`src/rtl/multsigned_pkg.sv`:
```
// Shared types and helpers for the sign-magnitude weight-code decoder.
package multsigned_pkg;

  localparam int CODE_W = 4;
  localparam int MAG_W  = 3;
  localparam logic [MAG_W-1:0] MAG_MAX = 3'd4;

  typedef struct packed {
    logic             sign;
    logic [MAG_W-1:0] mag;
  } wcode_t;

  // Negative zero and magnitudes above MAG_MAX have no meaning in the weight set.
  function automatic logic is_legal(input wcode_t c);
    return (c.mag <= MAG_MAX) && !(c.sign && (c.mag == '0));
  endfunction

endpackage

```
`src/rtl/multsigned_code_dec.sv`:
```
// One-lane combinational decode: sign-magnitude code -> two's-complement (mag << SHIFT).
module multsigned_code_dec
  import multsigned_pkg::*;
#(
  parameter int OUT_W = 5,
  parameter int SHIFT = 1
) (
  input  logic [CODE_W-1:0] code,
  output logic [OUT_W-1:0]  val,
  output logic              err
);

  wcode_t                   c;
  logic signed [OUT_W-1:0]  mag_ext;
  logic signed [OUT_W-1:0]  shifted;

  assign c = wcode_t'(code);

  always_comb begin
    mag_ext = {{(OUT_W-MAG_W){1'b0}}, c.mag};
    shifted = mag_ext <<< SHIFT;
    err     = !is_legal(c);
    // Illegal lanes contribute nothing to the MAC rather than a garbage weight.
    if (err)
      val = '0;
    else if (c.sign)
      val = -shifted;
    else
      val = shifted;
  end

endmodule

```
`src/rtl/multsigned_decoder_stream.sv`:
```
// Streaming weight-code decoder with a 2-entry output FIFO.
// Optional macro DECODER_ERR_CNT_EN adds err_cnt_o/err_clr_i (saturating illegal-beat counter).
module multsigned_decoder_stream
  import multsigned_pkg::*;
#(
  parameter int LANES = 4,
  parameter int OUT_W = 5,
  parameter int SHIFT = 1
) (
  input  logic                   clk_i,
  input  logic                   rst_i,
  input  logic                   in_valid_i,
  output logic                   in_ready_o,
  input  logic [LANES*CODE_W-1:0] in_data_i,
  output logic                   out_valid_o,
  input  logic                   out_ready_i,
  output logic [LANES*OUT_W-1:0] out_data_o,
`ifdef DECODER_ERR_CNT_EN
  output logic [15:0]            err_cnt_o,
  input  logic                   err_clr_i,
`endif
  output logic [LANES-1:0]       out_err_o
);

  localparam int DW = LANES*OUT_W;

  logic [DW-1:0]    dec_data_p0;
  logic [LANES-1:0] dec_err_p0;
  logic             vld_p0;

  logic [DW-1:0]    buf_data_p1 [2];
  logic [LANES-1:0] buf_err_p1  [2];
  logic [1:0]       count;
  logic             wr_ptr;
  logic             rd_ptr;
  logic             vld_p1;
  logic             push;
  logic             pop;

  for (genvar g = 0; g < LANES; g++) begin : g_lane
    multsigned_code_dec #(
      .OUT_W (OUT_W),
      .SHIFT (SHIFT)
    ) u_dec (
      .code (in_data_i[g*CODE_W +: CODE_W]),
      .val  (dec_data_p0[g*OUT_W +: OUT_W]),
      .err  (dec_err_p0[g])
    );
  end

  // ---- p0 -> p1: decoded beat enters the FIFO ----
  assign in_ready_o = (count != 2'd2);
  assign vld_p0     = in_valid_i;
  assign push       = vld_p0 && in_ready_o;
  assign vld_p1     = (count != 2'd0);
  assign pop        = vld_p1 && out_ready_i;

  always_ff @(posedge clk_i) begin
    if (push) begin
      buf_data_p1[wr_ptr] <= dec_data_p0;
      buf_err_p1[wr_ptr]  <= dec_err_p0;
    end
  end

  always_ff @(posedge clk_i) begin
    if (rst_i) begin
      count  <= 2'd0;
      wr_ptr <= 1'b0;
      rd_ptr <= 1'b0;
    end else begin
      if (push) wr_ptr <= ~wr_ptr;
      if (pop)  rd_ptr <= ~rd_ptr;
      case ({push, pop})
        2'b10:   count <= count + 2'd1;
        2'b01:   count <= count - 2'd1;
        default: count <= count;
      endcase
    end
  end

  // Storage is not reset; gating by valid gives clean zeros whenever the FIFO is empty.
  assign out_valid_o = vld_p1;
  assign out_data_o  = vld_p1 ? buf_data_p1[rd_ptr] : '0;
  assign out_err_o   = vld_p1 ? buf_err_p1[rd_ptr]  : '0;

`ifdef DECODER_ERR_CNT_EN
  logic [15:0] err_cnt_q;

  always_ff @(posedge clk_i) begin
    if (rst_i)
      err_cnt_q <= 16'd0;
    else if (err_clr_i)
      err_cnt_q <= 16'd0;
    else if (push && (|dec_err_p0) && (err_cnt_q != 16'hFFFF))
      err_cnt_q <= err_cnt_q + 16'd1;
  end

  assign err_cnt_o = err_cnt_q;
`endif

endmodule
```
`config.mk`:
```
export PLATFORM = sky130hd
export DESIGN_NAME = multsigned_decoder_stream
export DESIGN_NICKNAME = d
export VERILOG_FILES = /design/src/rtl/multsigned_pkg.sv /design/src/rtl/multsigned_code_dec.sv /design/src/rtl/multsigned_decoder_stream.sv
export SDC_FILE = /design/constraint.sdc
export NUM_CORES = 1
export LEC_CHECK = 0
export ABC_AREA = 1
export CORE_ASPECT_RATIO = 1.75
export CORE_UTILIZATION = 49
export DETAILED_ROUTE_END_ITERATION = 7
export PLACE_DENSITY_LB_ADDON = 0.1
export SLEW_MARGIN = 20
export SYNTH_ARGS = -nofsm -noshare
export SYNTH_HDL_FRONTEND = slang
export SYNTH_SLANG_ARGS = --single-unit
```
`constraint.sdc`:
```
create_clock -name clk_i -period 2.85 [get_ports clk_i]
set_clock_uncertainty 0.1 [all_clocks]
set_input_delay 0.285 -clock clk_i [delete_from_list [all_inputs] [get_ports clk_i]]
set_output_delay 0.285 -clock clk_i [all_outputs]
set_load 0.02 [all_outputs]
```
-- Word level (Yosys, flattened, before mapping)
Memory sizes are Yosys's and may differ from the RTL's. A register that Yosys moved wholly into a read port is not among the register bits.
Index checks and enable logic that the tools add are counted.
- register bits after elaboration: 4
- memories: 2
- logic and storage cells: 61
- bits in writable memories: 48
- memories (memory ; words ; bits a word ; rd ports ; clocked after memory_dff ; wr ports ; RTL line ; RTL):
    buf_data_p1 ; 2 ; 20 ; 1 ; 1 ; 1 ; multsigned_decoder_stream.sv:31 ; logic [DW-1:0] buf_data_p1 [2];
    buf_err_p1 ; 2 ; 4 ; 1 ; 1 ; 1 ; multsigned_decoder_stream.sv:32 ; logic [LANES-1:0] buf_err_p1 [2];
- bitwise logic cells: 2
- magnitude comparators: 4
- $add $sub $neg: 6
- equality and inequality tests: 3
- multiplexer cells: 17
- reductions and logical operators: 24
- operators with widths (operator ; number):
    2-to-1 mux 5 bit ; 8
    2-to-1 mux 20 bit ; 1
    negation 4 -> 5 bit ; 4
    <= comparator 3 bit, second input constant ; 4
    logical NOT 3 bit ; 4
    logical AND 1 bit ; 10
    logical NOT 1 bit ; 8
    2-to-1 mux 1 bit ; 6
    2-to-1 mux 4 bit ; 1
    case mux 2 bit (2 select lines) ; 1
    nonzero test 2 bit ; 2
    adder 2 x 1 -> 2 bit, second input constant ; 1
    equality test 2 x 1 -> 1 bit, second input constant ; 1
    equality test 2 bit, second input constant ; 1
    inequality test 2 bit, second input constant ; 1
    inverter 1 bit ; 2
    subtractor 2 x 1 -> 2 bit, second input constant ; 1

-- Logic depth before layout (Yosys ltp)
- word-level depth: 5
- depth in mapped cells: 9
- gate-level depth less buffers: 9

-- Modules after synthesis
From an unflattened synthesis, not the netlist that was laid out.
- cell total of the unflattened synthesis: 262
- area, all modules: 2561.2 sq um
- modules (own cells, without submodules) (module ; seq. area each (sq um) ; instances ; area each (sq um) ; cells an instance):
    multsigned_decoder_stream ; 1541.5 ; 1 ; 2045.7 ; 166
    multsigned_code_dec ; 0.0 ; 4 ; 128.9 ; 24

-- Worst setup path after synthesis
No wires, ideal clock.
- path type: reg2reg
- from: reg count[0]
- to: mem buf_data_p1[0][11] (netlist name), enable pin
- stages on the path, launching flop included: 5
- data required time: 2353 ps
- path slack: 810 ps
- data arrival time: 1543 ps
- library setup time: 397 ps
- buffers on the path: 0
- clock period less this slack: 2040 ps
- cells stage by stage: dfxtp_1 > inv_2 > nand2_4 > nand2_4 > nor2_1
- cells in the longest elaborated chain, start to end: 4
- ends and longest elaborated chain (what ; RTL line ; RTL):
    start: declaration ; multsigned_decoder_stream.sv:33 ; logic [1:0] count;
    start signal: assignment ; multsigned_decoder_stream.sv:74 ; 2'b10: count <= count + 2'd1;
    start signal: assignment ; multsigned_decoder_stream.sv:75 ; 2'b01: count <= count - 2'd1;
    start signal: assignment ; multsigned_decoder_stream.sv:76 ; default: count <= count;
    inequality test 2 bit ; multsigned_decoder_stream.sv:52 ; assign in_ready_o = (count != 2'd2);
    via in_ready_o ; multsigned_decoder_stream.sv:13 ; output logic in_ready_o,
    logical AND 1 bit ; multsigned_decoder_stream.sv:54 ; assign push = vld_p0 && in_ready_o;
    2-to-1 mux 1 bit ; multsigned_decoder_stream.sv:59 ; if (push) begin
    2-to-1 mux 1 bit (not written as such) ; multsigned_decoder_stream.sv:60 ; buf_data_p1[wr_ptr] <= dec_data_p0;
    end: declaration ; multsigned_decoder_stream.sv:31 ;
The timed path passes the listed nets, and every way through them passes these cells.

==> metrics.md <==
| Metric | Value |
|---|---|
| Outcome | `finished clean` |
| Antenna violations before repair | `0` |
| Gate count after technology mapping | `~220` |
| Max-capacitance violation count | `0` |
| Setup repair after global routing missed its margin | `false` |
| Maximum resistive drop on vdd | `0.506 mV` |
| Total Nets Final | `about 300` |
| Most common library cell in the layout ignoring fill and taps | `sky130_fd_sc_hd__nand2_1` |
| Total global routing overflow | `0` |
| Standby leakage power | `about 1.1 nW` |
| Core footprint | `4360 um2` |
| Number of hold violations in the final report | `0` |
| Number of port buffers | `41` |
| Crit path time final | `around 2400 ps` |
| Seq/Total Area, Yosys | `between 50% and 60%` |
| Accumulated negative setup slack | `0 ps` |
| Worst Setup Path Type | `reg -> out` |
| Final Setup Violations | `0` |
| # H-tree levels | `2` |
| Post-detailed-placement cell area | `around 2700 um2` |
| Post-synthesis sequential element count | `45` |
| Via-per-instance ratio | `about 5.1` |
| Normalized max-slew margin | `between 50% and 60%` |
| Drt pass-1 iters | `4` |
| Hold bufs inserted after CTS | `0` |
| Count of distinct cell types in the synthesized netlist | `19` |
| Area of the die | `slightly below 5000 um2` |
| Synthesis warning total | `0` |
| Number of antenna-violating nets in the routed design | `0` |
| Total standard cell area after synthesis | `~2200 um2` |
| Hold Crit Class | `reg -> reg` |
| DR WL/cell | `12.5 um` |
| Setup crit start kind | `flop` |
| Rows | `32` |
| Worst-Margin Slew | `approximately 620 ps` |
| Top Ports | `46` |
| Post-route standard cell area excluding fillers | `roughly 2700 um2` |
| Starting DRT DRC Count | `20` |
| Clock Tree Root | `sky130_fd_sc_hd__clkbuf_8` |
| Pin count of the biggest net entering global routing | `23` |
| Initial core utilization | `50.8%` |
| Synthesized area divided by synthesized cell count | `about 10 um2` |
| Wire length after detailed routing | `just under 4000 um` |
| Vias in the first global route | `roughly 1500` |
| Tcrit/Tclk final | `a little over four fifths` |
| Setup repair bufs after CTS | `0` |
| Clock-pin slew of the registers on the worst-case setup and hold paths | `roughly 80 ps` |
| Ratio of cells with drive above 1 in the final layout | `between 6 and 7%` |
| Placer Congestion | `roughly 0.73` |
| Number of filler instances in the final layout | `around 370` |
| Global-route wire length before repair | `roughly 6500 um` |
| Count of instances resized after the clock tree is built | `0` |
| Horizontal die dimension | `around 53 um` |
| Die span in y | `approximately 90 um` |
| Highest attainable clock frequency | `between 400 and 500 MHz` |
| Dpl hpwl | `about 2800 um` |
| Worst Setup End Kind | `primary output` |
| Area delta synth->final | `23.5%` |
| Source-to-sink clock delay at the later pin of the worst-skew pair | `~290 ps` |
| Worst-path maximum fanout | `20` |
| Power density over cell area | `between 700 and 800 nW/um2` |
| Data required time of the critical path | `approximately 2500 ps` |
| Total routing usage reported by global routing | `19.0%` |
| Clock Sink Count | `45` |
| Vias after detailed routing | `between 1500 and 2000` |
| Number of max-slew violations in the final report | `0` |
| Final design utilization | `between 60% and 70%` |
| # DRC | `0` |
| Arrival time of the worst setup path | `approximately 2000 ps` |
| TritonCTS clock tree | `yes` |
| Inserted Clock Buffers | `5` |
| Clock buffer depth | `2` |
| Commonest cells after routing, fill and taps aside | `sky130_fd_sc_hd__nand2_1 (60), sky130_fd_sc_hd__clkdlybuf4s50_1 (41), sky130_fd_sc_hd__edfxtp_1 (40)` |
| # diodes | `0` |
[through the flow]
stage               std cells  power [mW]  hold WS [ps]  setup WS (ps)
floorplan                 225        1.32           344            810
global placement          310        1.58           374            800
detailed placement        310        1.59           393            772
CTS                       318        1.96           412            440
global route              318        2.06           457            281
finish                    318        1.94           409            473
[worst paths after layout]
check	from	to	slack [ps]	depth (start not counted)
setup / recovery	flop	out_data_o[3]	470	4
hold / removal	rd_ptr$_SDFFE_PP0P_	flop	410	2
setup reg to reg	count[0]$_SDFFE_PP0P_	count[1]$_SDFFE_PP0P_	1050	8
hold reg to reg	rd_ptr$_SDFFE_PP0P_	flop	410	2
[worst max-delay path, cell delays in order, from the launching register on]
cell                              delay, ps
sky130_fd_sc_hd__dfxtp_1                320
sky130_fd_sc_hd__inv_1                  460
sky130_fd_sc_hd__nand2_1                120
sky130_fd_sc_hd__a21oi_1                170
sky130_fd_sc_hd__clkdlybuf4s50_1        620
[registers in the layout, summed over array words and instances, names as in the netlist, named ones only]
signal / cells
buf_data_p1: 32
buf_err_p1: 8
count: 2
rd_ptr: 1
wr_ptr: 1
[logic make-up after synthesis]
| logic type | after synthesis | synth area share (%) |
|---|---|---|
| AND/OR/NAND/NOR | 89 | 17.0 |
| flip-flops | 45 | 58.7 |
| buffers and inverters | 38 | 8.02 |
| AO/OA/AOI/OAI | 36 | 8.75 |
| adder cells (fa/ha/maj) | 13 | 7.34 |
| other | 1 | 0.169 |
[cell usage after synthesis, drive strengths merged]
| master | count | share of area, % |
|---|---|---|
| inv | 28 | 4.7 |
| a21oi | 28 | 6.3 |
| a21o | 4 | 1.4 |
| nor3 | 8 | 1.8 |
| buf | 10 | 3.3 |
| nand4 | 1 | 0.28 |
| edfxtp | 40 | 54 |
| dfxtp | 5 | 4.5 |
| nor2 | 18 | 3.7 |
| conb | 1 | 0.17 |
| nand2 | 62 | 11 |
| ha | 13 | 7.3 |
| o21ai | 4 | 1.1 |
[cell type report]
type | count | area [um2] | area share [%]
sequential | 45 | 1300 | 47.6
multi-input combinational | 142 | 751 | 27.4
timing repair buffer | 44 | 433 | 15.8
inverter | 28 | 105 | 3.84
clock buffer | 6 | 72.6 | 2.65
tap | 51 | 63.8 | 2.33
clock inverter | 2 | 10.0 | 0.366
[report_power, final]
part | internal [mW] | switching, mW | leakage (nW) | total [mW]
logic | 0.288 | 0.427 | 0.672 | 0.715
registers | 0.818 | 0.0372 | 0.423 | 0.855
clock network | 0.170 | 0.197 | 0.0450 | 0.367
[layer usage]
| metal | GRT usage (%) | vias up | wire (um) |
|---|---|---|---|
| met5 | 0 | - | 0 |
| met4 | 9.43 | 0 | 96 |
| met3 | 4.86 | 10 | 138 |
| met2 | 34.3 | 37 | 2270 |
| met1 | 18.8 | 758 | 1470 |
| li1 | - | 814 | - |
No activity file was read; power rests on OpenSTA's default activity.
==> variant 1: new RTL, same flow settings <==
Build with the macro `DECODER_ERR_CNT_EN` defined.
--- a/src/rtl/multsigned_decoder_stream.sv
+++ b/src/rtl/multsigned_decoder_stream.sv
@@ -1,5 +1,7 @@
 // Streaming weight-code decoder with a 2-entry output FIFO.
 // Optional macro DECODER_ERR_CNT_EN adds err_cnt_o/err_clr_i (saturating illegal-beat counter).
+`define DECODER_ERR_CNT_EN
+
 module multsigned_decoder_stream
   import multsigned_pkg::*;
 #(
Ports: changed (added err_clr_i and err_cnt_o); port bits go from 46 to 63. No check against the original RTL was run, so the function may have changed too.
==> variant 1 against the original RTL <==
Power increased by 50%. Synthesized cell count grew 69%. Setup slack lost 0.076 ns. Area after synthesis up 44%. Wire length up 64%. Die area is 43% higher. Cell area increased by 49%. Sequential cell count is 16 higher. Sequential power is 32% higher. Count of clock-buffer cells in the layout grew 3. Critical endpoint is now out_data_o[8].
==> variant 1: results (changes against the original RTL) <==
Routing
  – Via count: 2,632 (was 1,619)
  – WL per Instance: 12.4 um (was 12.5 um)
  – Vias per cell: 5.02 (was 5.09)
  – Drt initial violations: 100 (was 20)

Yosys
  – Number of synthesized flops with an enable pin: 40 (unchanged)
  – Synth warnings: 0 (unchanged)
  – Synth cell count leaders: 96 x nand2_1, 51 x nor2_1, 42 x inv_1 (was 60 x nand2_1, 40 x edfxtp_1, 28 x a21oi_1)
  – Sequential fraction of the synthesis area: 50.7% (was 58.7%)
  – Syn Area/Cell: 8.53 um^2 (was 9.98 um^2)
  – Main area contributors after synthesis: edfxtp_1 38%, dfxtp_1 13%, nand2_1 11% (was edfxtp_1 54%, nand2_1 10%, ha_1 7.3%)
  – Post-synth cell types: 33 (was 19)

Clock tree
  – # resized after CTS: 0 (unchanged)
  – Clock slew at reported path FFs: 0.07 ns
  – H-tree levels: 3 (was 2)
  – Worst skew pair latency: 0.33 ns (was 0.29 ns)
  – Total CTS buffers: 9 (was 5)

Placed design
  – Routability cong.: 0.864 (was 0.726)
  – Port bufs: 58 (was 41)
  – Post-DP Area: 3850 um^2 (was 2650 um^2)
  – # placed instances: 508 (was 310)
  – Hpwl dp: 4650 um (was 2790 um)

Global route
  – Vias in the first global route: 2,483 (was 1,523)
  – All-Layer GR Usage: 20.3% (was 19.0%)
  – Largest net degree at the start of global routing: 22 (was 23)
  – First-pass GRT wire length: 10,600 um (was 6540 um)

Pwr
  – Worst VDD drop: 0.436 mV (was 0.506 mV)
  – Leak: 1.68 nW (was 1.14 nW)

Critical path
  – Delay of the slowest critical-path stage: 0.63 ns
  – Crit path DAT: 2.07 ns (was 1.99 ns)

STA
  – Final hold vios: 0 (unchanged)
  – Slew @ Worst Pin: 0.617 ns (was 0.624 ns)

Finish
  – Nets: 474 (was 299)
  – Fillers: 535 (was 373)
  – Layout cell share with drive strength beyond 1: 10.6% (was 6.37%)
  – Area of the multi-input gates: 1350 um^2 (was 751 um^2)

Status
  – Status: finished, final reports clean (unchanged)
==> variant 1: cell families after synthesis <==
kind of cell | Yosys count | share of synthesized area (%)
AO/OA/AOI/OAI | 55 | 9.82
XOR/XNOR | 8 | 2.19
adder cells (fa/ha/maj) | 14 | 5.48
buffers and inverters | 57 | 7.67
flip-flops | 61 | 50.7
other | 1 | 0.117
AND/OR/NAND/NOR | 179 | 24.1
==> variant 1: area by class of cell <==
cell class	instances	area share, %
inverters	44	4.06
flip-flops and latches	61	39.9
multi-input cells	260	33.1
clock inverters	7	2.22
repair buffers	63	15.2
clock buffers	9	3.05
well taps	80	2.46
==> variant 1: per-layer routing <==
layer  vias to the layer above  wire, um  GRT usage (%)
met5                         -         0              0
met4                         0       137           11.1
met3                        14       331           4.18
met2                        74      3580           39.2
met1                      1216      2460           19.5
li1                       1328         -              -
==> variant 1: through the flow <==
stage / setup slack (ns) / hold slack (ns)
after floorplan: 0.761 / 0.254
after global placement: 0.512 / 0.371
after detailed placement: 0.480 / 0.381
after CTS: 0.337 / 0.398
after global routing: 0.259 / 0.419
final: 0.397 / 0.394
==> variant 1: worst min-delay path: cells and delay by family, from the launching register on <==
kind	cells	cell delay [ns]
flip-flops	1	0.31
AND/OR/NAND/NOR	1	0.08
AO/OA/AOI/OAI	1	0.06
==> variant 1: power breakdown <==
group	total, mW	switching, mW	internal (mW)	leakage [nW]
registers	1.13	0.0569	1.07	0.553
logic	0.957	0.571	0.385	1.02
clock network	0.820	0.333	0.487	0.107
==> variant 1: worst paths after layout <==
kind             start       endpoint  slack [ns]  depth (start not counted)
max          flip-flop  out_data_o[8]        0.40                          4
min             rd_ptr         rd_ptr        0.39                          2
max reg2reg   count[1]       count[1]        1.08                          9
min reg2reg     rd_ptr         rd_ptr        0.39                          2
==> variant 2: new RTL, same flow settings <==
Made on the original files. Register the output `out_err_o`, with the module's reset; this adds one clock of latency there. The other outputs are not delayed to match.
--- a/src/rtl/multsigned_decoder_stream.sv
+++ b/src/rtl/multsigned_decoder_stream.sv
@@ -81,7 +81,13 @@
   // Storage is not reset; gating by valid gives clean zeros whenever the FIFO is empty.
   assign out_valid_o = vld_p1;
   assign out_data_o  = vld_p1 ? buf_data_p1[rd_ptr] : '0;
-  assign out_err_o   = vld_p1 ? buf_err_p1[rd_ptr]  : '0;
+  always_ff @(posedge clk_i) begin
+    if (rst_i) begin
+      out_err_o <= '0;
+    end else begin
+      out_err_o <= vld_p1 ? buf_err_p1[rd_ptr]  : '0;
+    end
+  end
 
 `ifdef DECODER_ERR_CNT_EN
   logic [15:0] err_cnt_q;
Behaviour: not the same (Yosys sat finds a counterexample within 4 cycles, from zero or initial values and one cycle with rst_i high).
==> variant 2 against the original RTL <==
Area after synthesis grew 3.4%. Die area rose by 3.3%. Sequential cell count grew 4. Power up 2.5%. Setup slack worse by 0.011 ns. Wire length decreased by 2.3%. Cell area rose by 3.6%. Via count down 0.12%. Non-clock buffer count unchanged. First-iteration DRC count is 110% higher.
==> variant 2: results (changes against the original RTL) <==
Min path
  – Hold path endpoint: wr_ptr
  – Hold_sp: wr_ptr (was rd_ptr)
  – Hold depth: 2 (unchanged)

Clock tree
  – Setup Fix Bufs, Post-CTS: 0 (unchanged)
  – Root buf cell: clkbuf_8 (unchanged)
  – # resized after CTS: 0 (unchanged)
  – Clock slew at reported path FFs: 0.09 ns
  – H-tree levels: 2 (unchanged)

Routing
  – WL per Instance: 11.7 um (was 12.5 um)
  – Drt initial violations: 41 (was 20)
  – Total Wirelength: 3880 um (was 3970 um)
  – Via count: 1,617 (was 1,619)

Global route
  – First-pass GRT wire length: 6480 um (was 6540 um)
  – Largest net degree at the start of global routing: 21 (was 23)
  – All-Layer GR Usage: 18.5% (was 19.0%)
  – Vias in the first global route: 1,498 (was 1,523)

Yosys
  – Post-synth cell types: 20 (was 19)
  – Synth cell count leaders: 60 x nand2_1, 40 x edfxtp_1, 34 x inv_1 (was 60 x nand2_1, 40 x edfxtp_1, 28 x a21oi_1)
  – Sequential fraction of the synthesis area: 60.3% (was 58.7%)
  – Post-synthesis cell count: 234 (was 222)
  – Main area contributors after synthesis: edfxtp_1 52%, nand2_1 9.8%, dfxtp_1 7.9% (was edfxtp_1 54%, nand2_1 10%, ha_1 7.3%)
  – Synth warnings: 0 (unchanged)

Finish
  – Top Registers: buf_data_p1 x32, buf_err_p1 x8, out_err_o x4 (was buf_data_p1 x32, buf_err_p1 x8, count x2)
  – Nets: 312 (was 299)
  – Antenna diode count: 0 (unchanged)
  – Layout cell share with drive strength beyond 1: 6.43% (was 6.37%)

Placed design
  – Port bufs: 41 (unchanged)
  – Routability cong.: 0.733 (was 0.726)
  – Hpwl dp: 2890 um (was 2790 um)
  – Post-DP Area: 2750 um^2 (was 2650 um^2)
  – # placed instances: 323 (was 310)

Critical path
  – FF-to-FF End: count[1] (unchanged)
  – Reg-to-reg slack, setup: 1.10 ns (was 1.05 ns)
  – Crit path DAT: 2.00 ns
  – R2R depth: 8 (unchanged)
  – Worst r2r src: count[1] (was count[0])
  – Crit path kind: reg -> out (unchanged)
  – Max Fanout on Critical Path: 16 (was 20)

STA
  – Worst slew margin: 64.6% (was 58.4%)
  – Hold_ws: 0.441 ns (was 0.409 ns)

Pwr
  – Leak: 1.21 nW (was 1.14 nW)
  – Worst VDD drop: 0.505 mV (was 0.506 mV)
  – Int Power: 1.33 mW (was 1.28 mW)

Status
  – Status: finished, final reports clean (unchanged)
[variant 2: changes by cell type in the layout (fill, tap and decap cells not counted), sizes merged]
cell / delta
nand2: -1
a21oi: -5
dfxtp: +4
inv: +8
nor2: +2
o21ai: +5
clkinvlp: +1
clkbuf: -1
[variant 2: logic make-up (layout without fill, tap and decap cells)]
| kind of cell | after synthesis | in the layout | share of synthesized area, % |
|---|---|---|---|
| AO/OA/AOI/OAI | 36 | 36 | 8.30 |
| adder cells (fa/ha/maj) | 13 | 13 | 7.10 |
| buffers and inverters | 45 | 88 | 8.35 |
| flip-flops | 49 | 49 | 60.3 |
| other | 1 | 4 | 0.164 |
| AND/OR/NAND/NOR | 90 | 90 | 15.8 |
[variant 2: worst max-delay path by stage]
stage                                    end  cells past startpoint  slack (ns)
after detailed placement      out_data_o[13]                      5        0.77
after CTS                     out_data_o[13]                      5        0.44
after global placement        out_data_o[14]                      5        0.78
final                         out_data_o[13]                      5        0.46
after global routing           out_data_o[6]                      5        0.35
after floorplan           buf_data_p1[1][11]                      4        0.76
[variant 2: metrics by stage]
step	util (%)	setup slack [ns]	power [mW]
finish	63.8	0.462	1.99
global route	63.8	0.346	2.10
CTS	63.8	0.442	2.01
detailed placement	61.9	0.774	1.62
global placement	61.9	0.780	1.62
floorplan	-	0.761	1.34
[variant 2: area by class of cell]
| class | instances | area [um^2] |
|---|---|---|
| fill | 376 | 1610 |
| multi-input combinational | 143 | 736 |
| tap | 51 | 63.8 |
| timing repair buffer | 44 | 433 |
| sequential | 49 | 1380 |
| clock inverter | 3 | 17.5 |
| inverter | 36 | 135 |
| clock buffer | 5 | 68.8 |
[variant 2: worst register-to-register path: stages (launching register included)]
cell and delay [ns]:
dfxtp_1 0.37, nor2_4 0.46, nor2_2 0.10, ha_1 0.32, inv_1 0.08, nand2_1 0.05
nor2_1 0.08, nor2_1 0.04, nor2_1 0.09
[variant 2: per-layer routing]
layer / share of wire, % / global-route usage, % / vias to the layer above
met3: 2.9 / 3.45 / 2
met2: 56 / 32.5 / 32
li1: - / - / 844
met1: 40 / 20.1 / 739
met5: 0 / 0 / -
met4: 1.1 / 8.55 / 0
[variant 2: power groups by stage]
stage	sequential [mW]	clock [mW]	combinational (mW)
6_report	0.931	0.388	0.667
3_5_place_dp	0.948	0	0.675
2_1_floorplan	0.942	0	0.398
3_3_place_gp	0.947	0	0.671
5_1_grt	0.943	0.427	0.733
4_1_cts	0.932	0.398	0.678
